`src/rtl/rtc_pkg.sv`:
```
// rtl/rtc_pkg.sv - shared constants, field positions and FSM encoding for the alarm scheduler
package rtc_pkg;

    localparam int NUM_SLOTS = 4;
    localparam int SLOT_W    = 29;

    // wr_data / slot record layout
    localparam int WR_EN_BIT   = 28;
    localparam int WR_HOUR_LSB = 20;
    localparam int WR_MIN_LSB  = 12;
    localparam int WR_DAY_LSB  = 4;
    localparam int WR_WDAY_LSB = 0;

    // full_time layout
    localparam int TIME_HOUR_LSB = 16;
    localparam int TIME_MIN_LSB  = 8;
    localparam int TIME_SEC_LSB  = 0;

    // full_cal layout
    localparam int CAL_DAY_LSB   = 28;
    localparam int CAL_WDAY_LSB  = 24;
    localparam int CAL_MONTH_LSB = 16;
    localparam int CAL_YEAR_LSB  = 0;

    // Wildcards: a slot with these values matches any day / weekday
    localparam logic [7:0] DAY_ANY  = 8'h00;
    localparam logic [3:0] WDAY_ANY = 4'hF;

    typedef enum logic [1:0] {
        ST_IDLE     = 2'd0,
        ST_ISSUE    = 2'd1,
        ST_WAIT_ACK = 2'd2
    } state_e;

endpackage

```
`src/rtl/alarm_match.sv`:
```
// rtl/alarm_match.sv - combinational compare of one alarm slot against the current time/calendar
module alarm_match
    import rtc_pkg::*;
(
    input  logic [SLOT_W-1:0] slot_cfg,
    input  logic [7:0]        cur_hour,
    input  logic [7:0]        cur_min,
    input  logic [7:0]        cur_day,
    input  logic [3:0]        cur_wday,
    output logic              match
);

    logic       cfg_en;
    logic [7:0] cfg_hour;
    logic [7:0] cfg_min;
    logic [7:0] cfg_day;
    logic [3:0] cfg_wday;
    logic       day_ok;
    logic       wday_ok;

    assign cfg_en   = slot_cfg[WR_EN_BIT];
    assign cfg_hour = slot_cfg[WR_HOUR_LSB +: 8];
    assign cfg_min  = slot_cfg[WR_MIN_LSB +: 8];
    assign cfg_day  = slot_cfg[WR_DAY_LSB +: 8];
    assign cfg_wday = slot_cfg[WR_WDAY_LSB +: 4];

    assign day_ok  = (cfg_day == DAY_ANY) || (cfg_day == cur_day);
    assign wday_ok = (cfg_wday == WDAY_ANY) || (cfg_wday == cur_wday);

    assign match = cfg_en && (cfg_hour == cur_hour) && (cfg_min == cur_min) && day_ok && wday_ok;

endmodule

```
`src/rtl/alarm_scheduler.sv`:
```
// rtl/alarm_scheduler.sv - multi-slot RTC alarm matcher with pending/missed tracking and irq/ack handshake
module alarm_scheduler #(
    parameter int NUM_SLOTS = rtc_pkg::NUM_SLOTS
) (
    input  logic                 clk,
    input  logic                 rst,
    input  logic [23:0]          full_time,
    input  logic [35:0]          full_cal,
    input  logic                 wr_en,
    input  logic [1:0]           wr_slot,
    input  logic [28:0]          wr_data,
    input  logic [1:0]           rd_slot,
    output logic [28:0]          rd_data,
    output logic                 irq,
    output logic [1:0]           irq_slot,
    input  logic                 ack,
    output logic [NUM_SLOTS-1:0] pending,
    output logic [NUM_SLOTS-1:0] missed
);

    import rtc_pkg::*;

    logic [SLOT_W-1:0]    slot_q [NUM_SLOTS];
    logic [SLOT_W-1:0]    slot_d [NUM_SLOTS];
    logic [NUM_SLOTS-1:0] pending_q, pending_d;
    logic [NUM_SLOTS-1:0] missed_q, missed_d;
    logic [7:0]           prev_sec_q, prev_sec_d;
    logic [SLOT_W-1:0]    rd_data_q, rd_data_d;

    state_e               state_q, state_d;
    logic                 irq_q, irq_d;
    logic [1:0]           irq_slot_q, irq_slot_d;

    logic                 tick;
    logic [NUM_SLOTS-1:0] match;
    logic [NUM_SLOTS-1:0] wr_mask;
    logic [NUM_SLOTS-1:0] ack_hit;
    logic [NUM_SLOTS-1:0] pending_avail;
    logic [1:0]           lowest_idx;
    logic                 slot_rewritten;
    logic                 unused_cal;

    // Month and year never take part in a match
    assign unused_cal = ^full_cal[CAL_YEAR_LSB +: 24];

    // A minute starts on the first cycle that seconds wrap to zero
    assign tick = (full_time[TIME_SEC_LSB +: 8] == 8'd0) && (prev_sec_q != 8'd0);

    for (genvar g = 0; g < NUM_SLOTS; g++) begin : g_match
        alarm_match u_match (
            .slot_cfg (slot_q[g]),
            .cur_hour (full_time[TIME_HOUR_LSB +: 8]),
            .cur_min  (full_time[TIME_MIN_LSB +: 8]),
            .cur_day  (full_cal[CAL_DAY_LSB +: 8]),
            .cur_wday (full_cal[CAL_WDAY_LSB +: 4]),
            .match    (match[g])
        );
    end

    // Per-slot decode of this cycle's write and accepted acknowledge
    always_comb begin
        wr_mask = '0;
        ack_hit = '0;
        for (int i = 0; i < NUM_SLOTS; i++) begin
            wr_mask[i] = wr_en && (wr_slot == 2'(i));
            ack_hit[i] = (state_q == ST_WAIT_ACK) && ack && (irq_slot_q == 2'(i));
        end
    end

    // Slot storage and pending/missed bookkeeping: write beats match, match beats ack
    always_comb begin
        slot_d     = slot_q;
        pending_d  = pending_q;
        missed_d   = missed_q;
        prev_sec_d = full_time[TIME_SEC_LSB +: 8];
        rd_data_d  = slot_q[rd_slot];
        for (int i = 0; i < NUM_SLOTS; i++) begin
            if (wr_mask[i]) begin
                slot_d[i]    = wr_data;
                pending_d[i] = 1'b0;
                missed_d[i]  = 1'b0;
            end else if (tick && match[i]) begin
                // A match arriving together with its own ack is a fresh event, not an overrun
                if (pending_q[i] && !ack_hit[i]) begin
                    missed_d[i] = 1'b1;
                end
                pending_d[i] = 1'b1;
            end else if (ack_hit[i]) begin
                pending_d[i] = 1'b0;
            end
        end
    end

    // Lowest-index pending slot, ignoring any slot being rewritten this cycle
    always_comb begin
        pending_avail = pending_q & ~wr_mask;
        lowest_idx    = 2'd0;
        for (int i = NUM_SLOTS - 1; i >= 0; i--) begin
            if (pending_avail[i]) begin
                lowest_idx = 2'(i);
            end
        end
    end

    assign slot_rewritten = wr_en && (wr_slot == irq_slot_q);

    // Interrupt FSM next-state: issue lowest pending, hold until ack or the slot is rewritten
    always_comb begin
        state_d    = state_q;
        irq_d      = irq_q;
        irq_slot_d = irq_slot_q;
        case (state_q)
            ST_IDLE: begin
                if (|pending_avail) begin
                    state_d    = ST_ISSUE;
                    irq_d      = 1'b1;
                    irq_slot_d = lowest_idx;
                end
            end
            ST_ISSUE: begin
                if (slot_rewritten) begin
                    state_d = ST_IDLE;
                    irq_d   = 1'b0;
                end else begin
                    state_d = ST_WAIT_ACK;
                end
            end
            ST_WAIT_ACK: begin
                if (slot_rewritten || ack) begin
                    state_d = ST_IDLE;
                    irq_d   = 1'b0;
                end
            end
            default: begin
                state_d = ST_IDLE;
                irq_d   = 1'b0;
            end
        endcase
    end

    // Slot, status and readback registers
    always_ff @(posedge clk or posedge rst) begin
        if (rst) begin
            for (int i = 0; i < NUM_SLOTS; i++) begin
                slot_q[i] <= '0;
            end
            pending_q  <= '0;
            missed_q   <= '0;
            prev_sec_q <= 8'd0;
            rd_data_q  <= '0;
        end else begin
            slot_q     <= slot_d;
            pending_q  <= pending_d;
            missed_q   <= missed_d;
            prev_sec_q <= prev_sec_d;
            rd_data_q  <= rd_data_d;
        end
    end

    // Interrupt FSM state and registered outputs
    always_ff @(posedge clk or posedge rst) begin
        if (rst) begin
            state_q    <= ST_IDLE;
            irq_q      <= 1'b0;
            irq_slot_q <= 2'd0;
        end else begin
            state_q    <= state_d;
            irq_q      <= irq_d;
            irq_slot_q <= irq_slot_d;
        end
    end

    assign rd_data  = rd_data_q;
    assign irq      = irq_q;
    assign irq_slot = irq_slot_q;
    assign pending  = pending_q;
    assign missed   = missed_q;

endmodule

```
`config.mk`:
```
export PLATFORM = sky130hd
export DESIGN_NAME = alarm_scheduler
export DESIGN_NICKNAME = d
export VERILOG_FILES = /design/src/rtl/rtc_pkg.sv /design/src/rtl/alarm_match.sv /design/src/rtl/alarm_scheduler.sv
export SDC_FILE = /design/constraint.sdc
export NUM_CORES = 1
export LEC_CHECK = 0
export CORE_MARGIN = 3
export CORE_UTILIZATION = 50
export CTS_CLUSTER_SIZE = 20
export DETAILED_ROUTE_END_ITERATION = 12
export PLACE_DENSITY = 0.73
export SYNTH_ARGS = -nofsm -noshare
export SYNTH_HDL_FRONTEND = slang
export SYNTH_SLANG_ARGS = --single-unit
```
`constraint.sdc`:
```
create_clock -name clk -period 12.22 [get_ports clk]
set_input_delay 3.055 -clock clk [delete_from_list [all_inputs] [get_ports clk]]
set_output_delay 3.055 -clock clk [all_outputs]
set_load 0.02 [all_outputs]
```
==> impl_metrics.json <==
{
  "outcome": "complete, no violations",
  "crit_slowest_cell": "nand3_2",
  "avgSynthCellArea_um2": 11.53,
  "holdCritStartpoint": "missed[1]$_DFFE_PP0P_",
  "arrival_ns": 5.67,
  "numPortBuffers": 112,
  "worst_slew_pin_slew_ns": 1.082,
  "rsz0062_at_grt": "no",
  "cts_tree": "done",
  "dpl_worst_slack_ns": 6.447,
  "worst_setup_path_end_kind": "flop",
  "fillers": 1205,
  "synth_ff_type": "dfrtp_1",
  "wire_per_inst_um": 20.18,
  "dieArea_mm2": 0.01760,
  "required_ns": 12.53,
  "skew_ns": 0.007389,
  "async_flop_share_pct": 100.0,
  "grt_pass1_vias": 6081,
  "synth_top_area_share_pct": 51.77,
  "synthCells": 696,
  "dr.pass1.iters": 5,
  "viasPerCell": 5.676,
  "diodes": 0,
  "final-hold-violation-count": 0,
  "syn-cell-area_mm2": 0.008024,
  "post-route-min-period_ns": 5.362,
  "placeableCoreArea_mm2": 0.01543,
  "crit_type": "input pin to flop",
  "worst_slack_ns": 6.858,
  "route.detailed.drc": 0,
  "clock-sinks": 166,
  "synth_commonest_cells": "nand2_1, dfrtp_1, xnor2_1",
  "htree_levels": 4,
  "maxCapViolCount": 0,
  "synth_edf_count": 0,
  "crit_fanout": 33,
  "finalCritPeriodShare_pct": 43.88,
  "post_cts_buffers": 0,
  "synth_area_leader_cell": "dfrtp_1",
  "p_per_area_mw_per_mm2": 162.2,
  "hpwl_mm": 13.74,
  "gr-usage-all-layers_pct": 23.97,
  "yosys_warnings": 0,
  "hold_buffers": 0,
  "drive_above_1_share_pct": 16.04,
  "place.gp.congestion": 0.9366,
  "vias": 5727,
  "total_power_mw": 1.591,
  "max-slew-margin-rel_pct": 27.87,
  "drt-total-wl_mm": 20.36,
  "leakage_nw": 4.160,
  "grt_overflow": 0,
  "grt_max_degree": 107,
  "place_inst": 980,
  "numCtsBuffers": 17,
  "syn-num-nets": 793,
  "finalSetupTns_ns": 0,
  "io_pins": 137,
  "peakVddDrop_mv": 0.1080,
  "synth_area_leaders": "dfrtp_1, nand2_1, mux2_2, mux4_2, xnor2_1",
  "ys_seq_area_share_pct": 51.77,
  "drt_iter0_drc": 405,
  "fp.dieW_um": 132.7,
  "timing.critical_path.from": "wr_slot[0]",
  "stdcell_count": 1009,
  "rows": 45,
  "root_buffer": "clkbuf_16",
  "critPathMaxStageDelay_ns": 0.87,
  "initial_utilization_pct": 52.01,
  "crit_chain": "clkdlybuf4s50_1 > nand3_2 > o21a_1 > a21oi_2 > a21boi_2 > mux2_1",
  "drv_slew": 0,
  "areaGrowthSynthToFinish_pct": 22.27,
  "cts_max_path_buffers": 2,
  "antenna_found_initial": 0,
  "die_h_um": 132.7,
  "rr_startpoint": "prev_sec_q[1]$_DFF_PP0_",
  "hold_path.class": "flop to flop",
  "ctsResizeCount": 0,
  "yosys_register_bits": 166,
  "ys_types": 46,
  "ant_nets": 0,
  "start_kind": "input pin",
  "grt_pass1_wl_mm": 32.86,
  "fmax_ghz": 0.1865,
  "fin_nets": 885,
  "setup_viol": 0,
  "clk_latency_ns": 0.43,
  "clk_pin_slew_worst_paths_ns": 0.06,
  "post-synth-top-count-cell": "nand2_1"
}
-- cells by family after synthesis --
logic type / synth area share (%)
buffers and inverters: 2.994
AND/OR/NAND/NOR: 13.50
AO/OA/AOI/OAI: 2.745
flip-flops: 51.77
multiplexers: 16.54
XOR/XNOR: 12.44
-- where the power goes --
part | switching (mW) | internal [mW]
Sequential | 0.0824 | 0.639
Combinational | 0.155 | 0.180
Clock | 0.212 | 0.322
-- per-stage QoR --
step,area (um^2),hold slack (ns),util [%]
final,9811,0.5069,63.59
after global routing,9811,0.5294,63.59
after CTS,9811,0.5080,63.59
after detailed placement,9234,0.4813,59.85
after global placement,9234,0.4739,59.85
after floorplan,8024,0.4541,-
-- layer usage --
metal | wire length (um) | global-route usage [%] | up-vias
li1 | - | - | 2560
met1 | 8903 | 33.59 | 2898
met2 | 9740 | 38.40 | 243
met3 | 1410 | 5.741 | 26
met4 | 306 | 5.485 | 0
met5 | 0 | 0 | -
-- cell usage in the layout (no fill, tap or decap), drive strengths merged, types with 2 or more instances in the layout --
cell	count
a21oi	3
and3	3
buf	7
bufinv	3
clkbuf	20
clkdlybuf4s50	110
clkinv	2
clkinvlp	4
dfrtp	166
inv	5
mux2	59
mux4	29
nand2	182
nand3	7
nand3b	2
nand4	20
nor2	4
nor3	3
nor4	20
o21a	2
o21ai	10
o311ai	2
o41ai	3
or4	2
xnor2	71
xor2	43
-- registers in the layout (all words and copies together) (netlist names) --
register,count
irq,1
pending,4
slot_q,116
rd_data,29
prev_sec_q,8
state_q,2
missed,4
irq_slot,2
-- path summary, 6_finish.rpt --
path	slack [ns]	to	cells past startpoint
setup / recovery	6.86	irq_slot[0]$_DFFE_PP0P_	6
hold / removal	0.51	missed[1]$_DFFE_PP0P_	2
setup reg to reg	10.33	pending[2]$_DFFE_PP0P_	5
hold reg to reg	0.51	missed[1]$_DFFE_PP0P_	2
max in group asynchronous	7.64	rd_data[13]$_DFF_PP0_	3
min in group asynchronous	3.23	irq$_DFFE_PP0P_	2
-- critical path: cells and delay by family --
kind | cells | cell delay [ns]
AOI/OAI and AO/OA | 3 | 0.74
buffers and inverters | 1 | 0.68
muxes | 1 | 0.31
and+or+nand+nor | 1 | 0.87
-- area by class of cell --
| type | instances | area, um^2 | area share [%] |
|---|---|---|---|
| Sequential cell | 166 | 4154 | 42.34 |
| Tap cell | 211 | 264.0 | 2.691 |
| Clock buffer | 20 | 446.7 | 4.553 |
| Clock inverter | 9 | 130.1 | 1.326 |
| Multi-Input combinational cell | 481 | 3643 | 37.14 |
| Timing Repair Buffer | 117 | 1149 | 11.71 |
| Inverter | 5 | 23.77 | 0.2423 |
(Power assumes the default switching activity.)
